File: config.mk
export PLATFORM = sky130hd
export DESIGN_NAME = move_history_sequencer
export DESIGN_NICKNAME = d
export VERILOG_FILES = /design/src/rtl/chess_pkg.sv /design/src/rtl/move_lifo_mem.sv /design/src/rtl/move_history_sequencer.sv
export SDC_FILE = /design/constraint.sdc
export NUM_CORES = 2
export LEC_CHECK = 0
export ABC_AREA = 1
export BUFFER_PORTS_ARGS = -buffer_cell sky130_fd_sc_hd__buf_4
export CORE_MARGIN = 1.5
export CORE_UTILIZATION = 30
export DETAILED_ROUTE_END_ITERATION = 12
export GPL_ROUTABILITY_DRIVEN = 0
export HOLD_SLACK_MARGIN = 0.12
export MAX_ROUTING_LAYER = met4
export SLEW_MARGIN = 40
export SYNTH_ARGS = -nofsm -noshare
export SYNTH_HDL_FRONTEND = slang
export SYNTH_SLANG_ARGS = --single-unit
File: constraint.sdc
create_clock -name clk -period 3.15 [get_ports clk]
set_input_delay 0.63 -clock clk [delete_from_list [all_inputs] [get_ports clk]]
set_output_delay 0.63 -clock clk [all_outputs]
set_load 0.1 [all_outputs]
File: src/rtl/chess_pkg.sv
// -----------------------------------------------------------------------------
// chess_pkg
// Shared chess encodings for the move-history slice:
//   - piece one-hot codes, castling and en-passant codes
//   - 32-bit move-record layout (typedef + field offsets)
//   - sequencer FSM state type and a square-to-mask helper
// No ports (package).
// -----------------------------------------------------------------------------
package chess_pkg;

    localparam logic [5:0] PIECE_NONE   = 6'b000000;
    localparam logic [5:0] PIECE_PAWN   = 6'b000001;
    localparam logic [5:0] PIECE_ROOK   = 6'b000010;
    localparam logic [5:0] PIECE_KNIGHT = 6'b000100;
    localparam logic [5:0] PIECE_BISHOP = 6'b001000;
    localparam logic [5:0] PIECE_QUEEN  = 6'b010000;
    localparam logic [5:0] PIECE_KING   = 6'b100000;

    localparam logic [1:0] CASTLE_NONE  = 2'b00;
    localparam logic [1:0] CASTLE_QUEEN = 2'b01;
    localparam logic [1:0] CASTLE_KING  = 2'b10;

    localparam logic [4:0] EP_NONE = 5'b00001;
    localparam logic [4:0] EP_UL   = 5'b00010;
    localparam logic [4:0] EP_UR   = 5'b00100;
    localparam logic [4:0] EP_DL   = 5'b01000;
    localparam logic [4:0] EP_DR   = 5'b10000;

    // Record layout, LSB first: from, to, moving, captured, castling, enpassant, color
    localparam int unsigned REC_W          = 32;
    localparam int unsigned REC_FROM_LSB   = 0;
    localparam int unsigned REC_TO_LSB     = 6;
    localparam int unsigned REC_MOVING_LSB = 12;
    localparam int unsigned REC_CAPT_LSB   = 18;
    localparam int unsigned REC_CASTLE_LSB = 24;
    localparam int unsigned REC_EP_LSB     = 26;
    localparam int unsigned REC_COLOR_LSB  = 31;

    typedef struct packed {
        logic       color;
        logic [4:0] enpassant;
        logic [1:0] castling;
        logic [5:0] captured;
        logic [5:0] moving;
        logic [5:0] to_sq;
        logic [5:0] from_sq;
    } move_rec_t;

    typedef enum logic [1:0] {
        IDLE,
        APPLY,
        POP,
        RETRACT
    } seq_state_t;

    function automatic logic [63:0] sq_mask(input logic [5:0] sq);
        return 64'd1 << sq;
    endfunction

endpackage

File: src/rtl/move_lifo_mem.sv
// -----------------------------------------------------------------------------
// move_lifo_mem
// DEPTH x 32 move-record RAM: synchronous write, registered read.
// Contents are not reset.
// Ports:
//   clk        in   clock
//   i_wr_en    in   write strobe
//   i_wr_addr  in   write address
//   i_wr_data  in   record to write
//   i_rd_addr  in   read address (sampled every rising edge)
//   o_rd_data  out  registered read data
// -----------------------------------------------------------------------------
module move_lifo_mem
    import chess_pkg::*;
#(
    parameter int unsigned DEPTH = 64
) (
    input  logic                     clk,
    input  logic                     i_wr_en,
    input  logic [$clog2(DEPTH)-1:0] i_wr_addr,
    input  logic [REC_W-1:0]         i_wr_data,
    input  logic [$clog2(DEPTH)-1:0] i_rd_addr,
    output logic [REC_W-1:0]         o_rd_data
);

    logic [REC_W-1:0] r_mem [DEPTH];
    logic [REC_W-1:0] r_rd_data;

    always_ff @(posedge clk) begin
        if (i_wr_en) begin
            r_mem[i_wr_addr] <= i_wr_data;
        end
        r_rd_data <= r_mem[i_rd_addr];
    end

    assign o_rd_data = r_rd_data;

endmodule

File: src/rtl/move_history_sequencer.sv
// -----------------------------------------------------------------------------
// move_history_sequencer
// Keeps a LIFO of move records and issues one-cycle command strobes toward the
// board updater: a forward strobe for every accepted push, an undo strobe for
// every retracted move.
// Optional feature: define MOVE_HIST_OVERWRITE_EN to let a push into a full
// history overwrite the oldest record instead of stalling.
// Ports:
//   clk, rst_n                      clock, async active-low reset
//   push_valid/push_ready           move-record handshake
//   push_from/to                    square indices 0..63
//   push_moving/captured            piece one-hot (captured 0 = none)
//   push_castling, push_enpassant   move flags
//   push_color                      1 white, 0 black
//   undo_req                        retract most recent move
//   upd_*                           registered board-updater command
//   count, empty, full              occupancy
//   undo_busy, undo_err             undo in progress / undo on empty history
// -----------------------------------------------------------------------------
module move_history_sequencer
    import chess_pkg::*;
#(
    parameter int unsigned DEPTH = 64
) (
    input  logic                   clk,
    input  logic                   rst_n,
    input  logic                   push_valid,
    output logic                   push_ready,
    input  logic [5:0]             push_from,
    input  logic [5:0]             push_to,
    input  logic [5:0]             push_moving,
    input  logic [5:0]             push_captured,
    input  logic [1:0]             push_castling,
    input  logic [4:0]             push_enpassant,
    input  logic                   push_color,
    input  logic                   undo_req,
    output logic                   upd_enable,
    output logic [63:0]            upd_initialPosition,
    output logic [63:0]            upd_movedPosition,
    output logic [5:0]             upd_movingPiece,
    output logic [5:0]             upd_capturedPiece,
    output logic [1:0]             upd_castling,
    output logic [4:0]             upd_enpassant,
    output logic                   upd_color_type,
    output logic                   upd_undo,
    output logic [$clog2(DEPTH):0] count,
    output logic                   empty,
    output logic                   full,
    output logic                   undo_busy,
    output logic                   undo_err
);

    localparam int unsigned AW = $clog2(DEPTH);
    localparam int unsigned CW = AW + 1;

    seq_state_t    r_state;
    logic [AW-1:0] r_top;
    logic [CW-1:0] r_count;
    logic          r_upd_enable;
    logic [63:0]   r_upd_init;
    logic [63:0]   r_upd_moved;
    logic [5:0]    r_upd_moving;
    logic [5:0]    r_upd_captured;
    logic [1:0]    r_upd_castling;
    logic [4:0]    r_upd_enpassant;
    logic          r_upd_color;
    logic          r_upd_undo;
    logic          r_undo_busy;
    logic          r_undo_err;

    move_rec_t     w_wr_rec;
    move_rec_t     w_rd_rec;
    logic          w_push;
    logic          w_empty;
    logic          w_full;
    logic [AW-1:0] w_rd_addr;

    assign w_empty = (r_count == '0);
    assign w_full  = (r_count == CW'(DEPTH));

`ifdef MOVE_HIST_OVERWRITE_EN
    assign push_ready = (r_state == IDLE) && !undo_req;
`else
    assign push_ready = (r_state == IDLE) && !undo_req && !w_full;
`endif

    assign w_push    = push_valid && push_ready;
    assign w_wr_rec  = {push_color, push_enpassant, push_castling,
                        push_captured, push_moving, push_to, push_from};
    // RAM read port always tracks the newest record; the value latched on the
    // edge that enters POP is consumed on the edge that leaves it.
    assign w_rd_addr = r_top - AW'(1);

    move_lifo_mem #(
        .DEPTH(DEPTH)
    ) u_mem (
        .clk       (clk),
        .i_wr_en   (w_push),
        .i_wr_addr (r_top),
        .i_wr_data (w_wr_rec),
        .i_rd_addr (w_rd_addr),
        .o_rd_data (w_rd_rec)
    );

    always_ff @(posedge clk or negedge rst_n) begin
        if (!rst_n) begin
            r_state         <= IDLE;
            r_top           <= '0;
            r_count         <= '0;
            r_upd_enable    <= 1'b0;
            r_upd_init      <= '0;
            r_upd_moved     <= '0;
            r_upd_moving    <= '0;
            r_upd_captured  <= '0;
            r_upd_castling  <= '0;
            r_upd_enpassant <= '0;
            r_upd_color     <= 1'b0;
            r_upd_undo      <= 1'b0;
            r_undo_busy     <= 1'b0;
            r_undo_err      <= 1'b0;
        end else begin
            r_upd_enable <= 1'b0;
            r_undo_err   <= 1'b0;
            case (r_state)
                IDLE: begin
                    // undo outranks a simultaneous push
                    if (undo_req) begin
                        if (w_empty) begin
                            r_undo_err <= 1'b1;
                        end else begin
                            r_undo_busy <= 1'b1;
                            r_state     <= POP;
                        end
                    end else if (w_push) begin
                        r_top <= r_top + AW'(1);
                        // a push into a full history (overwrite build) replaces the oldest
                        if (!w_full) begin
                            r_count <= r_count + CW'(1);
                        end
                        r_upd_enable    <= 1'b1;
                        r_upd_undo      <= 1'b0;
                        r_upd_init      <= sq_mask(push_from);
                        r_upd_moved     <= sq_mask(push_to);
                        r_upd_moving    <= push_moving;
                        r_upd_captured  <= push_captured;
                        r_upd_castling  <= push_castling;
                        r_upd_enpassant <= push_enpassant;
                        r_upd_color     <= push_color;
                        r_state         <= APPLY;
                    end
                end
                APPLY: begin
                    r_state <= IDLE;
                end
                POP: begin
                    r_upd_enable    <= 1'b1;
                    r_upd_undo      <= 1'b1;
                    r_upd_init      <= sq_mask(w_rd_rec.from_sq);
                    r_upd_moved     <= sq_mask(w_rd_rec.to_sq);
                    r_upd_moving    <= w_rd_rec.moving;
                    r_upd_captured  <= w_rd_rec.captured;
                    r_upd_castling  <= w_rd_rec.castling;
                    r_upd_enpassant <= w_rd_rec.enpassant;
                    r_upd_color     <= w_rd_rec.color;
                    r_state         <= RETRACT;
                end
                RETRACT: begin
                    r_top       <= r_top - AW'(1);
                    r_count     <= r_count - CW'(1);
                    r_undo_busy <= 1'b0;
                    r_state     <= IDLE;
                end
                default: begin
                    r_state <= IDLE;
                end
            endcase
        end
    end

    assign upd_enable          = r_upd_enable;
    assign upd_initialPosition = r_upd_init;
    assign upd_movedPosition   = r_upd_moved;
    assign upd_movingPiece     = r_upd_moving;
    assign upd_capturedPiece   = r_upd_captured;
    assign upd_castling        = r_upd_castling;
    assign upd_enpassant       = r_upd_enpassant;
    assign upd_color_type      = r_upd_color;
    assign upd_undo            = r_upd_undo;
    assign count               = r_count;
    assign empty               = w_empty;
    assign full                = w_full;
    assign undo_busy           = r_undo_busy;
    assign undo_err            = r_undo_err;

endmodule
==> impl_metrics.yaml <==
routing:
  avgViaCountPerCell: 5.15
  via_count: 62400
  drc_errors: 0
  first_iter_violations: 8506
  wl_per_cell_um: 23.1
  final_antenna_net_count: 0
  wl_mm: 280
  dr.pass1.iters: 6
final_layout:
  fin_nets: 7982
  postLayoutCellArea_um2: 106000
  final_common_cell: "nand2_1"
  fillers: 29000
  drive_gt1_share_pct: 11.5
  synthToLayoutAreaGrowth_pct: 17.0
  mostFrequentLayoutCells: "nand2_1 (2595), edfxtp_1 (2048), nand3_1 (1906), buf_4 (387), clkbuf_16 (230)"
  final_core_util_pct: 35.3
floorplanning:
  rows: 201
  die_area_um2: 306000
  fp.dieW_um: 553
  io_pins: 198
  die_h_um: 553
  core_um2: 300000
  initial_core_util_pct: 30.2
critical_path:
  cp_max_fo: 46
  crit_path_end_kind: "flop"
  reg2reg_to: "u_mem.o_rd_data[29]$_DFF_P_"
  crit_required_ps: 3920
  cp_common_cell: "nand3_1"
  max_stage_delay_ps: 560
  crit_path_start_kind: "flop"
  reg2reg_from: "r_top[0]$_DFFE_PN0P_"
  cpLargestDelayFamily: "simple AND/OR/NAND/NOR gates"
  r2r_cells: 11
  cp_num_cells: 11
  criticalPathCategory: "reg -> reg"
  worst-path-buf-inv: 3
  arrival_ps: 3890
  cp_slowest_cell: "dfrtp_4"
  path_cells: "inv_16 -> ha_4 -> buf_12 -> buf_12 -> nand3_1 -> nand3_1 -> nand2_1 -> nand2_1 -> nand3_1 -> nand3_1 -> nand2_1"
  rrSetupSlack_ps: 30
placed_design:
  hpwlAfterDp_mm: 168
  port_buffers: 197
  place_area_um2: 98500
hold_path:
  hold_path_class: "in -> reg"
  min_from: "push_moving[1]"
  whs_endpoint: "u_mem.r_mem[62][13]$_DFFE_PP_"
  worstHoldPathCells: 1
cts:
  numCtsBuffers: 225
  clock_sinks: 2247
  htree_num_levels: 4
  clockBufferDepth: 3
  clk_latency_ps: 890
  cts_tree: "done"
  cts-root-buf: "clkbuf_16"
  clkTransAtPathRegs_ps: 60
pwr:
  p_per_area_nw_per_um2: 1030
  max-vdd-ir-drop_v: 0.00104
  p_leak_uw: 0.0378
yosys:
  yosysSeqAreaShare_pct: 73.1
  synth_area_um2: 90700
  postSynthCellCount: 7699
  ys_ff_latch: 2247
  synth.net_count: 7743
  synth.distinct_cells: 38
  avgSynthCellArea_um2: 11.8
  ys_warn_count: 0
sta:
  period_minus_slack_ps: 3120
  setup_viol: 0
  finalCritPeriodShare_pct: 98.9
  max_freq_mhz: 321
  slew_headroom_pct: 36.6
  worst_slew_pin_slew_ps: 944
  rsz0062_at_grt: "false"
  finalHoldViolCount: 0
  finalClockSkew_ps: 75.0
  report.final.slew_viol_count: 0
run:
  maxCapViolCount: 0
global_route:
  grt_pass1_vias: 58700
  grt-ovfl-total: 0
  grt_start_max_net_pins: 189
  grt_pass1_wl_mm: 407
  antenna_found_initial: 27
  grtUsageTotal_pct: 18.3
status:
  status: "finished clean"
## logic make-up after synthesis
kind of cell / synth area share (%)
compound gates: 1.23
simple gates: 21.9
xor+xnor: 0.0759
flops: 73.1
fa+ha+maj: 0.110
buf+inv: 3.51
## cell usage after synthesis
cell type  count  share of area (%)
o21ai_0      111               0.61
a21oi_1        8              0.044
dfxtp_1       32               0.71
nand3_2        1              0.011
dfrtp_1      167                4.6
nor2_1       115               0.48
xor2_1         3              0.029
or2_2          3              0.021
inv_2          6              0.025
inv_4          3              0.021
clkbuf_1      57               0.24
o21a_1         1             0.0083
buf_6         36               0.45
nand2_1     2598                 11
and2_1         2              0.014
nand2_4        1              0.012
nand2_2        3              0.021
nand4_1        4              0.028
o21ai_1       90               0.50
nor3_1         6              0.033
buf_2        273                1.5
nor2_2         1             0.0069
nor2_4         1              0.012
clkinv_1       1             0.0041
buf_4        107               0.89
or2_1          1             0.0069
o21ai_4        2              0.036
ha_1           8               0.11
nand3_4        1              0.019
edfxtp_1    2048                 68
buf_1         20              0.083
inv_1         71               0.29
xnor2_1        3              0.029
nand3_1     1909                 11
a21o_1         1             0.0083
o21ai_2        3              0.029
clkinv_2       1             0.0055
xor2_2         1              0.018
## state kept, by name, indices dropped and copies added, names as in the netlist
name	count
count	7
r_state	2
r_top	6
u_mem.o_rd_data	32
u_mem.r_mem	2048
undo_busy	1
undo_err	1
upd_capturedPiece	6
upd_castling	2
upd_color_type	1
upd_enable	1
upd_enpassant	5
upd_initialPosition	64
upd_movedPosition	64
upd_movingPiece	6
upd_undo	1
## area by class of cell
class | instances | area, um2 | share of cell area [%]
clock buffer | 311 | 6190 | 5.83
sequential | 2247 | 66300 | 62.5
antenna | 19 | 47.5 | 0.0448
multi-input combinational | 4877 | 21800 | 20.6
clock inverter | 116 | 1170 | 1.10
timing repair buffer | 505 | 5220 | 4.92
inverter | 82 | 345 | 0.326
tap | 3958 | 4950 | 4.67
## power by group
part	switching [uW]	internal (uW)	total (uW)	leakage [uW]
Combinational	35500	12700	48100	0.0133
Clock	11600	15100	26700	0.00355
Sequential	790	33500	34300	0.0209
## metal layers
| metal | global-route usage [%] | vias to the layer above | routed length (um) |
|---|---|---|---|
| li1 | - | 27600 | - |
| met1 | 24.9 | 31100 | 116000 |
| met2 | 27.5 | 3264 | 127000 |
| met3 | 3.76 | 411 | 29700 |
| met4 | 5.34 | 0 | 7150 |
| met5 | - | - | 0 |
## worst max path at each step
stage,start,end,slack [ps]
after floorplan,count[3]$_DFFE_PN0P_,u_mem.r_mem[44][0]$_DFFE_PP_,-170
after global placement,r_state[0]$_DFFE_PN0P_,upd_initialPosition[56]$_DFFE_PN0P_,-1320
after detailed placement,r_top[0]$_DFFE_PN0P_,u_mem.o_rd_data[0]$_DFF_P_,-110
after CTS,r_top[0]$_DFFE_PN0P_,u_mem.o_rd_data[2]$_DFF_P_,30
after global routing,r_top[0]$_DFFE_PN0P_,u_mem.o_rd_data[30]$_DFF_P_,20
final,r_top[0]$_DFFE_PN0P_,u_mem.o_rd_data[29]$_DFF_P_,30
## stage by stage
stage / power [uW] / worst slack [ps] / TNS, ps / hold WS (ps) / instances
finish: 109000 / 33.5 / 0 / 184 / 12100
CTS: 109000 / 29.1 / 0 / 121 / 12100
global placement: 82000 / -1320 / -70880 / 468 / 11700
detailed placement: 82200 / -110 / -207 / 478 / 11700
global route: 114000 / 19.5 / 0 / 154 / 12100
floorplan: 63700 / -172 / -218390 / 334 / 7699
## timing repair
action,CTS,global route
hold endpoints to repair,175,0
buffers inserted,0,0
hold buffers,5,0
pin swaps,0,0
resized for setup,2,4
endpoints found under the setup margin,2,4
(Power assumes the default switching activity.)
